--- src/rtl/br_pkg.sv ---
// Shared constants and helpers for the banco_reg_mp register bank.
package br_pkg;

  localparam int unsigned BR_DATA_W = 32;
  localparam int unsigned BR_ADDR_W = 5;
  localparam int unsigned BR_NUM_RD = 2;
  localparam int unsigned REG_ZERO  = 0;

  // Widest flattened vector / field the slicing helper handles.
  localparam int unsigned BR_FLAT_W  = 256;
  localparam int unsigned BR_FIELD_W = 64;

  typedef logic [BR_FLAT_W-1:0]  br_flat_t;
  typedef logic [BR_FIELD_W-1:0] br_field_t;

  // Returns field idx of width w from a flattened port vector, zero-extended.
  function automatic br_field_t br_slice(input br_flat_t vec, input int unsigned idx,
                                         input int unsigned w);
    br_flat_t  shifted;
    br_field_t res;
    shifted = vec >> (idx * w);
    for (int unsigned b = 0; b < BR_FIELD_W; b++) begin
      res[b] = (b < w) ? shifted[b] : 1'b0;
    end
    return res;
  endfunction

endpackage

--- src/rtl/banco_reg_mp_if.sv ---
// Operand/write/reservation bus of banco_reg_mp; master drives, bank (slave) answers.
interface banco_reg_mp_if
  import br_pkg::*;
#(
  parameter int unsigned DATA_W = BR_DATA_W,
  parameter int unsigned ADDR_W = BR_ADDR_W,
  parameter int unsigned NUM_RD = BR_NUM_RD
);
  logic [NUM_RD*ADDR_W-1:0] DL;
  logic [NUM_RD*DATA_W-1:0] op;
  logic [NUM_RD-1:0]        Ocup;
  logic                     WE;
  logic [ADDR_W-1:0]        Dir;
  logic [DATA_W-1:0]        Dato;
  logic                     RES;
  logic [ADDR_W-1:0]        DirRes;
  logic [ADDR_W:0]          NumOcup;

  modport master (
    output DL, WE, Dir, Dato, RES, DirRes,
    input  op, Ocup, NumOcup
  );

  modport slave (
    input  DL, WE, Dir, Dato, RES, DirRes,
    output op, Ocup, NumOcup
  );

endinterface

--- src/rtl/br_scoreboard.sv ---
// Pending-write scoreboard: per-register busy bits plus a registered popcount.
module br_scoreboard
  import br_pkg::*;
#(
  parameter int unsigned ADDR_W   = BR_ADDR_W,
  parameter bit          ZERO_REG = 1'b1
) (
  input  logic                   clk_i,
  input  logic                   rst_ni,
  input  logic                   we_i,
  input  logic [ADDR_W-1:0]      dir_i,
  input  logic                   res_i,
  input  logic [ADDR_W-1:0]      dir_res_i,
  output logic [(2**ADDR_W)-1:0] busy_o,
  output logic [ADDR_W:0]        num_ocup_o
);

  localparam int unsigned Depth = 2 ** ADDR_W;
  localparam int unsigned CntW  = ADDR_W + 1;

  logic [Depth-1:0] busy_q, busy_d;
  logic [CntW-1:0]  cnt_q, cnt_d;
  logic             we_v, res_v, inc, dec;

  always_comb begin
    we_v  = we_i && !(ZERO_REG && (dir_i == ADDR_W'(REG_ZERO)));
    res_v = res_i && !(ZERO_REG && (dir_res_i == ADDR_W'(REG_ZERO)));

    // Reservation applied last so a same-address new producer wins.
    busy_d = busy_q;
    if (we_v)  busy_d[dir_i] = 1'b0;
    if (res_v) busy_d[dir_res_i] = 1'b1;

    inc = res_v && !busy_q[dir_res_i];
    dec = we_v && busy_q[dir_i] && !(res_v && (dir_res_i == dir_i));

    cnt_d = cnt_q;
    if (inc && !dec)      cnt_d = cnt_q + CntW'(1);
    else if (dec && !inc) cnt_d = cnt_q - CntW'(1);
  end

  always_ff @(posedge clk_i or negedge rst_ni) begin
    if (!rst_ni) begin
      busy_q <= '0;
      cnt_q  <= '0;
    end else begin
      busy_q <= busy_d;
      cnt_q  <= cnt_d;
    end
  end

  assign busy_o     = busy_q;
  assign num_ocup_o = cnt_q;

endmodule

--- src/rtl/banco_reg_mp.sv ---
// Multi-read-port register bank with pending-write scoreboard.
// Optional same-cycle write-to-read bypass enabled by defining BR_BYPASS_EN.
module banco_reg_mp
  import br_pkg::*;
#(
  parameter int unsigned DATA_W   = BR_DATA_W,
  parameter int unsigned ADDR_W   = BR_ADDR_W,
  parameter int unsigned NUM_RD   = BR_NUM_RD,
  parameter bit          ZERO_REG = 1'b1
) (
  input  logic           CLK,
  input  logic           RST_N,
  banco_reg_mp_if.slave  bus
);

  localparam int unsigned Depth = 2 ** ADDR_W;

  logic [DATA_W-1:0]        mem_q [Depth];
  logic [Depth-1:0]         busy;
  logic [ADDR_W:0]          num_ocup;
  logic                     we_ok;
  logic [ADDR_W-1:0]        rd_addr [NUM_RD];
  logic [NUM_RD*DATA_W-1:0] op_flat;
  logic [NUM_RD-1:0]        ocup_vec;

  assign we_ok = bus.WE && !(ZERO_REG && (bus.Dir == ADDR_W'(REG_ZERO)));

  br_scoreboard #(
    .ADDR_W   (ADDR_W),
    .ZERO_REG (ZERO_REG)
  ) u_scoreboard (
    .clk_i      (CLK),
    .rst_ni     (RST_N),
    .we_i       (bus.WE),
    .dir_i      (bus.Dir),
    .res_i      (bus.RES),
    .dir_res_i  (bus.DirRes),
    .busy_o     (busy),
    .num_ocup_o (num_ocup)
  );

  always_ff @(posedge CLK or negedge RST_N) begin
    if (!RST_N) begin
      for (int unsigned k = 0; k < Depth; k++) mem_q[k] <= '0;
    end else if (we_ok) begin
      mem_q[bus.Dir] <= bus.Dato;
    end
  end

  always_comb begin
    op_flat  = '0;
    ocup_vec = '0;
    for (int unsigned i = 0; i < NUM_RD; i++) begin
      rd_addr[i] = ADDR_W'(br_slice(br_flat_t'(bus.DL), i, ADDR_W));
      op_flat[i*DATA_W +: DATA_W] = mem_q[rd_addr[i]];
      ocup_vec[i] = busy[rd_addr[i]];
      if (ZERO_REG && (rd_addr[i] == ADDR_W'(REG_ZERO))) begin
        op_flat[i*DATA_W +: DATA_W] = '0;
        ocup_vec[i] = 1'b0;
      end
`ifdef BR_BYPASS_EN
      // Forward the in-flight write; only a same-address re-reservation keeps it pending.
      if (we_ok && (rd_addr[i] == bus.Dir)) begin
        op_flat[i*DATA_W +: DATA_W] = bus.Dato;
        ocup_vec[i] = bus.RES && (bus.DirRes == bus.Dir);
      end
`else
      // Pre-edge state only; consumers see the write one cycle later.
`endif
    end
    // Bypass paths are combinational from inputs, so force quiet outputs in reset.
    if (!RST_N) begin
      op_flat  = '0;
      ocup_vec = '0;
    end
  end

  assign bus.op      = op_flat;
  assign bus.Ocup    = ocup_vec;
  assign bus.NumOcup = RST_N ? num_ocup : '0;

endmodule

--- src/flat_wrapper.sv ---
// flat-port wrapper written by rule: the top's interface ports become plain ports
module banco_reg_mp_flat import br_pkg::*;
#(
  parameter int unsigned DATA_W   = BR_DATA_W,
  parameter int unsigned ADDR_W   = BR_ADDR_W,
  parameter int unsigned NUM_RD   = BR_NUM_RD,
  parameter bit          ZERO_REG = 1'b1
)
  (CLK, RST_N, bus_DL, bus_WE, bus_Dir, bus_Dato, bus_RES, bus_DirRes, bus_op, bus_Ocup, bus_NumOcup);
  banco_reg_mp_if #(.DATA_W(DATA_W), .ADDR_W(ADDR_W), .NUM_RD(NUM_RD)) bus_i ();
  input  logic CLK;
  input  logic RST_N;
  input wire logic [$bits(bus_i.DL)-1:0] bus_DL;
  input wire logic [$bits(bus_i.WE)-1:0] bus_WE;
  input wire logic [$bits(bus_i.Dir)-1:0] bus_Dir;
  input wire logic [$bits(bus_i.Dato)-1:0] bus_Dato;
  input wire logic [$bits(bus_i.RES)-1:0] bus_RES;
  input wire logic [$bits(bus_i.DirRes)-1:0] bus_DirRes;
  output wire logic [$bits(bus_i.op)-1:0] bus_op;
  output wire logic [$bits(bus_i.Ocup)-1:0] bus_Ocup;
  output wire logic [$bits(bus_i.NumOcup)-1:0] bus_NumOcup;
  assign bus_i.DL = bus_DL;
  assign bus_i.WE = bus_WE;
  assign bus_i.Dir = bus_Dir;
  assign bus_i.Dato = bus_Dato;
  assign bus_i.RES = bus_RES;
  assign bus_i.DirRes = bus_DirRes;
  assign bus_op = bus_i.op;
  assign bus_Ocup = bus_i.Ocup;
  assign bus_NumOcup = bus_i.NumOcup;
  banco_reg_mp #(.DATA_W(DATA_W), .ADDR_W(ADDR_W), .NUM_RD(NUM_RD), .ZERO_REG(ZERO_REG)) u_core (.CLK(CLK), .RST_N(RST_N), .bus(bus_i));
endmodule
--- config.mk ---
export PLATFORM = sky130hd
export DESIGN_NAME = banco_reg_mp_flat
export DESIGN_NICKNAME = d
export VERILOG_FILES = /design/src/rtl/br_pkg.sv /design/src/rtl/banco_reg_mp_if.sv /design/src/rtl/br_scoreboard.sv /design/src/rtl/banco_reg_mp.sv /design/src/flat_wrapper.sv
export SDC_FILE = /design/constraint.sdc
export NUM_CORES = 2
export LEC_CHECK = 0
export ABC_AREA = 1
export BUFFER_PORTS_ARGS = -buffer_cell sky130_fd_sc_hd__buf_2
export CAP_MARGIN = 20
export CELL_PAD_IN_SITES_DETAIL_PLACEMENT = 1
export CELL_PAD_IN_SITES_GLOBAL_PLACEMENT = 2
export CORE_UTILIZATION = 36
export CTS_CLUSTER_DIAMETER = 50
export DETAILED_ROUTE_END_ITERATION = 8
export PLACE_DENSITY_LB_ADDON = 0.1
export SYNTH_ARGS = -nofsm -noshare
export SYNTH_HDL_FRONTEND = slang
export SYNTH_HIERARCHICAL = 1
export SYNTH_SLANG_ARGS = --single-unit
export TNS_END_PERCENT = 1
--- constraint.sdc ---
create_clock -name CLK -period 3.1 [get_ports CLK]
set_clock_uncertainty 0.2 [all_clocks]
set_input_delay 0.31 -clock CLK [delete_from_list [all_inputs] [get_ports CLK]]
set_output_delay 0.31 -clock CLK [all_outputs]
set_load 0.02 [all_outputs]
# Word-level counts from Yosys, hierarchy flattened
# Index checks and enable logic that the tools add are counted.
[classes]
n_addsub = 2
bitwise = 6
n_mux = 32
n_lt_le_gt_ge = 10
n_reduce_logical = 22
eq_ne = 1
[op_table]
columns = ["operator", "count"]
rows = [
  ["$bwmux W1024", 1],
  ["$bmux W32 S5", 2],
  ["$mux W32", 9],
  ["$demux W32 S5", 1],
  ["$mux W64", 1],
  ["$and A32 B32 Y32", 1],
  ["$not A32 Y32", 1],
  ["$or A32 B32 Y32", 1],
  ["$lt A5 B6 Y1 const B", 4],
  ["$bmux W1 S5", 4],
  ["$logic_not A5 Y1", 4],
  ["$ge A6 B6 Y1 const B", 3],
  ["$mux W6", 3],
  ["$not A5 Y6", 3],
  ["$logic_and A1 B1 Y1", 11],
  ["$demux W1 S5", 2],
  ["$ge A5 B1 Y1 const B", 2],
  ["$mux W1", 8],
  ["$add A6 B1 Y6 const B", 1],
  ["$logic_not A1 Y1", 6],
  ["$lt A6 B1 Y1 const B", 1],
  ["$sub A6 B1 Y6 const B", 1],
  ["$eq A5 B5 Y1", 1],
  ["$mux W2", 1],
  ["$reduce_bool A2 Y1", 1],
]
[totals]
elab_cells = 107
inputBits = 56
out_inout_bits = 72
register_bits = 1062

# Longest topological paths before layout
[logic_depth]
word_depth = 9
depth_mapped = 23
depth_no_buf = 21

# Modules after synthesis
# The synthesis kept the hierarchy.
[by_module_without_submodules]
columns = ["module", "instances", "seq_area_each_um2", "cells_per_inst", "area_each_um2"]
rows = [
  ["banco_reg_mp", 1, 25624.6, 9025, 59817.4],
  ["br_scoreboard", 1, 950.9, 388, 2566.2],
]

# Least setup slack after synthesis
# OpenSTA, ideal clock, no wires.
[synth_path]
path_kind = "input -> register"
from = "input bus_DirRes[0]"
to = "register u_core.u_scoreboard.cnt_q[3] (netlist: u_core/u_scoreboard/num_ocup_o[3])"
cell_stages = 20
required_ns = 2.783
setup_time_ns = 0.117
slack_ns = 0.545
n_path_buf = 2
t_arrival_ns = 2.238
path_cell_list = "buf_4 > inv_2 > buf_6 > nand2_1 > nand2_1 > nand2_1 > nand2_1 > nand2_1 > nand2_1 > nor2_1 > nand2_1 > nor2_1 > ha_1 > inv_1 > ha_1 > nand2_1 > nand3_1 > or2_2 > nand3_1 > nand2_1"
[synth_via]
elab_chain_len = 9
elab_cells_between_ends = 17
classes_between = "eq/ne: 1; mux: 3; reduce/logical: 13"
[synth_lines]
columns = ["element", "line_no", "text"]
rows = [
  ["start, declared", "flat_wrapper.sv:18", "input wire logic [$bits(bus_i.DirRes)-1:0] bus_DirRes;"],
  ["branches (longest 9 deep; another with $bmux W1 S5)", "n/a", ""],
  ["end signal, assigned", "br_scoreboard.sv:48", "cnt_q <= cnt_d;"],
  ["end, declared", "br_scoreboard.sv:22", "logic [CntW-1:0] cnt_q, cnt_d;"],
]
# Several ways; the timed one is not identified. The select of a mux whose other input is x is not followed.
# A chain may end at the register's enable or synchronous reset.

# Final worst setup path
[layout_path]
from = "input RST_N"
to = "output bus_op[17]"
[layout_via]
elab_chain_len = 1
[layout_lines]
columns = ["element", "line_no", "text"]
rows = [
  ["start, declared", "flat_wrapper.sv:12", "input logic RST_N;"],
  ["$mux W64", "banco_reg_mp.sv:72", "if (!RST_N) begin"],
  ["end, declared", "flat_wrapper.sv:19", "output wire logic [$bits(bus_i.op)-1:0] bus_op;"],
]
# No other way between the ends.

==> results.py <==
metrics = {
    "timing": {
        "worst_pin_slew_ns": 0.930,
        "hold_viol_final": 0,
        "period_share_pct": 94.5,
        "max_slew_margin_vs_limit_pct": 37.9,
        "fin_crit_ns": 2.93,
        "report.final.slew_viol_count": 0,
        "timing.final.setup_violations": 0,
        "fin_tns_setup_ns": 0,
        "max_clock_freq_ghz": 0.341,
        "setup_repair_after_global_routing_missed_its_margin": "no",
    },
    "routing": {
        "detail_route.vias_per_cell": 5.46,
        "drtIter0Drc": 4842,
        "detail_route.drc_violations": 0,
        "wl_per_cell_um": 24.6,
        "detailroute.via_count": 64300,
        "drtAntennaViolNets": 0,
        "detailed_router_iteration_count_before_antenna_repair": 8,
        "wirelength_um": 290000,
    },
    "worst_setup_path": {
        "critical_path_required_time_ns": 2.59,
        "critPathMaxStageDelay_ns": 0.56,
        "critical_path.cell_chain": "dlygate4sd3_1 -> buf_8 -> o21ai_0 -> inv_2 -> buf_12 -> nand2_1 -> nor2_1 -> buf_2",
        "crit_arrival_ns": 2.42,
        "critical_path.slowest_cell": "dlygate4sd3_1",
        "worst_setup_path_start_kind": "input port",
        "worst-path-max-fanout": 24,
        "worstPathBufferInverterCount": 5,
        "timing.critical_path.max_delay_family": "buffers and inverters",
        "setup.worst_path.class": "input port to primary output",
        "end_kind": "primary output",
    },
    "power_and_ir_drop": {
        "seqPwrFrac_pct": 36.3,
        "power_per_cell_area_nw_per_um2": 668,
        "p_int_uw": 33300,
        "power.ir.vdd_worst_uv": 515,
        "swShare_pct": 32.6,
        "leakage_uw": 0.0373,
        "p_comb_share_pct": 21.7,
        "share_clk_of_total_power_pct": 42.0,
        "power.switching_uw": 16100,
    },
    "synthesis": {
        "sequential_share_of_the_synthesized_area_pct": 42.6,
        "synth_cell_types": 32,
        "yosysWarnings": 6,
        "synth_enable_flop_cells": 0,
        "portion_of_synthesized_cell_area_occupied_by_the_leading_cell_type_pct": 42.6,
        "ys_dominant_reg_cell": "dfrtp_1",
        "syn_nets": 9476,
        "most_area_hungry_cell_type_in_the_yosys_netlist": "dfrtp_1",
        "netlist_instances": 9413,
        "share_of_flip_flops_with_an_asynchronous_set_or_reset_after_synthesis_pct": 100,
        "mappedNetlistArea_sq_um": 62400,
        "top_post_synthesis_cells_by_area": "dfrtp_1, nand2_1, nand3_1",
        "syn_area_per_cell_sq_um": 6.63,
        "synth_seq_cells": 1062,
    },
    "placement": {
        "gp_routability_congestion": 0.852,
        "place_area_sq_um": 67200,
        "place_hpwl_um": 174000,
        "numPortBuffers": 127,
    },
    "cells_and_area": {
        "area.growth.synth_to_final_pct": 18.4,
        "final_cell_mix": "nand2_1, nand3_1, inv_1",
        "final_layout_size_suffix_gt1_share_pct": 8.42,
        "design.final.nets": 9368,
        "layout_commonest_cell": "nand2_1",
        "post-route-cell-area_sq_um": 73900,
    },
    "floorplanning": {
        "die_width_um": 418,
        "pin_count": 128,
        "die_y_um": 418,
        "core_area_sq_um": 172000,
        "row_cnt": 152,
        "overall_die_area_sq_um": 175000,
        "start_util_pct": 36.3,
    },
    "clock_network": {
        "numCtsBuffers": 172,
        "tritoncts_num_sinks": 1062,
        "cts_tree": "built",
        "cts_root_buf": "clkbuf_16",
        "ctsHtreeMaxLevel": 4,
        "clk_latency_ns": 0.82,
        "clk_pin_slew_ns": 0.05,
        "cts.path.max_buffers": 3,
    },
    "job": {
        "maxCapViolCount": 0,
    },
    "global_route": {
        "grt_first_pass_wirelength_um": 438000,
        "grt_max_degree": 152,
        "grt_antenna_before_repair": 10,
        "grt_overflow": 0,
        "track_usage_pct": 33.2,
        "first_global_vias": 66600,
    },
    "status": {
        "run_status": "finished, final reports clean",
    },
    "min_path": {
        "timing.hold.worst.class": "input port to async pin",
    },
}
## what timing repair did
| action | CTS | global route |
|---|---|---|
| hold buffers | 51 | 0 |
| endpoints found under the hold margin | 751 | 0 |
| gates resized for setup | 0 | 0 |
| buffers inserted | 0 | 3 |
| endpoints found under the setup margin | 0 | 1 |
## synthesized netlist by cell type, types with 5 or more instances
cell / n
o211ai_1: 132
inv_1: 1070
dfrtp_1: 1062
o21ai_0: 1047
nand2_2: 17
nor2_1: 161
clkbuf_1: 637
nand3_1: 1791
nor2_2: 8
nor3_1: 23
nand2_1: 3263
or2_2: 15
buf_2: 60
buf_1: 63
xnor2_1: 5
inv_2: 10
a21oi_1: 16
ha_1: 6
## metal layers
layer  vias to the layer above  GRT usage [%]  wire length, um
li1                      29700              -                -
met1                     32400           44.0           130000
met2                      1668           55.2           135000
met3                       532           4.33            13600
met4                         0           12.3            11200
met5                         -              0                0
## state kept, by name (all words and copies together), names as in the netlist
register and flops:
u_core/u_scoreboard/num_ocup_o 6, u_core/mem_q 1024, u_core/u_scoreboard/busy_o 32
## through the flow
stage	utilization (%)	total power, uW	worst slack, ns	instances	hold WS (ns)
floorplan	-	24900	0.545	9413	-0.186
global placement	39.1	28300	0.0576	11400	0.187
detailed placement	39.1	28700	0.0609	11400	0.193
CTS	42.9	49700	0.0494	11800	0.0100
global route	43.0	52100	0.0643	11800	0.0545
finish	43.0	49400	0.169	11800	0.0520
## cell type report
type	instances	area, sq um
Timing Repair Buffer	484	5210
Multi-Input combinational cell	6502	28900
Antenna cell	5	12.5
Clock inverter	90	1210
Sequential cell	1062	26600
Fill cell	21700	98100
Clock buffer	228	4920
Tap cell	2310	2890
Inverter	1083	4110
## worst register-to-register path, cell delays in order (launching register included)
cell and delay, ns:
dfrtp_1 0.43, nand2_1 0.09, nand2_1 0.05, nand2_1 0.05
nand2_1 0.07, nand2_1 0.06, nand2_1 0.05, nor2_1 0.11
nand2_1 0.06, nor2_1 0.11, ha_1 0.26, inv_1 0.16
ha_1 0.32, nand3_1 0.09, nand3_1 0.11, or2_2 0.29
nand3_1 0.07, nand2_1 0.05
## final timing paths
check                                                         start                                            end  slack, ns  cells after the start
min reg2reg                          u_core/mem_q[1010]$_DFFE_PN0P_                 u_core/mem_q[1010]$_DFFE_PN0P_       0.20                      0
min in group CLK                                             bus_WE       u_core/u_scoreboard/busy_o[28]$_DFF_PN0_       0.10                      4
min                                                           RST_N                  u_core/mem_q[979]$_DFFE_PN0P_       0.05                      3
max in group asynchronous                                     RST_N                  u_core/mem_q[314]$_DFFE_PN0P_       1.30                      4
max                                                           RST_N                                     bus_op[17]       0.17                      8
max reg2reg                u_core/u_scoreboard/busy_o[22]$_DFF_PN0_  u_core/u_scoreboard/num_ocup_o[3]$_DFFE_PN0P_       0.37                     17
## cell families (layout without fill, tap and decap cells)
group,Yosys count,after routing,synth area share [%]
fa+ha+maj,7,7,0.152
xor+xnor,6,6,0.0842
compound gates,1205,1205,10.2
buf+inv,1849,1885,11.3
other cells,0,5,0
flops,1062,1062,42.6
simple gates,5284,5284,35.6
## power by group through the flow
stage	Clock (uW)	Combinational [uW]	Sequential, uW
floorplan	0	7170	17700
global placement	0	10200	18100
detailed placement	0	10600	18100
CTS	21100	10700	17900
global route	21600	12300	18300
finish	20700	10700	17900
Power figures use the tool's default switching activity.
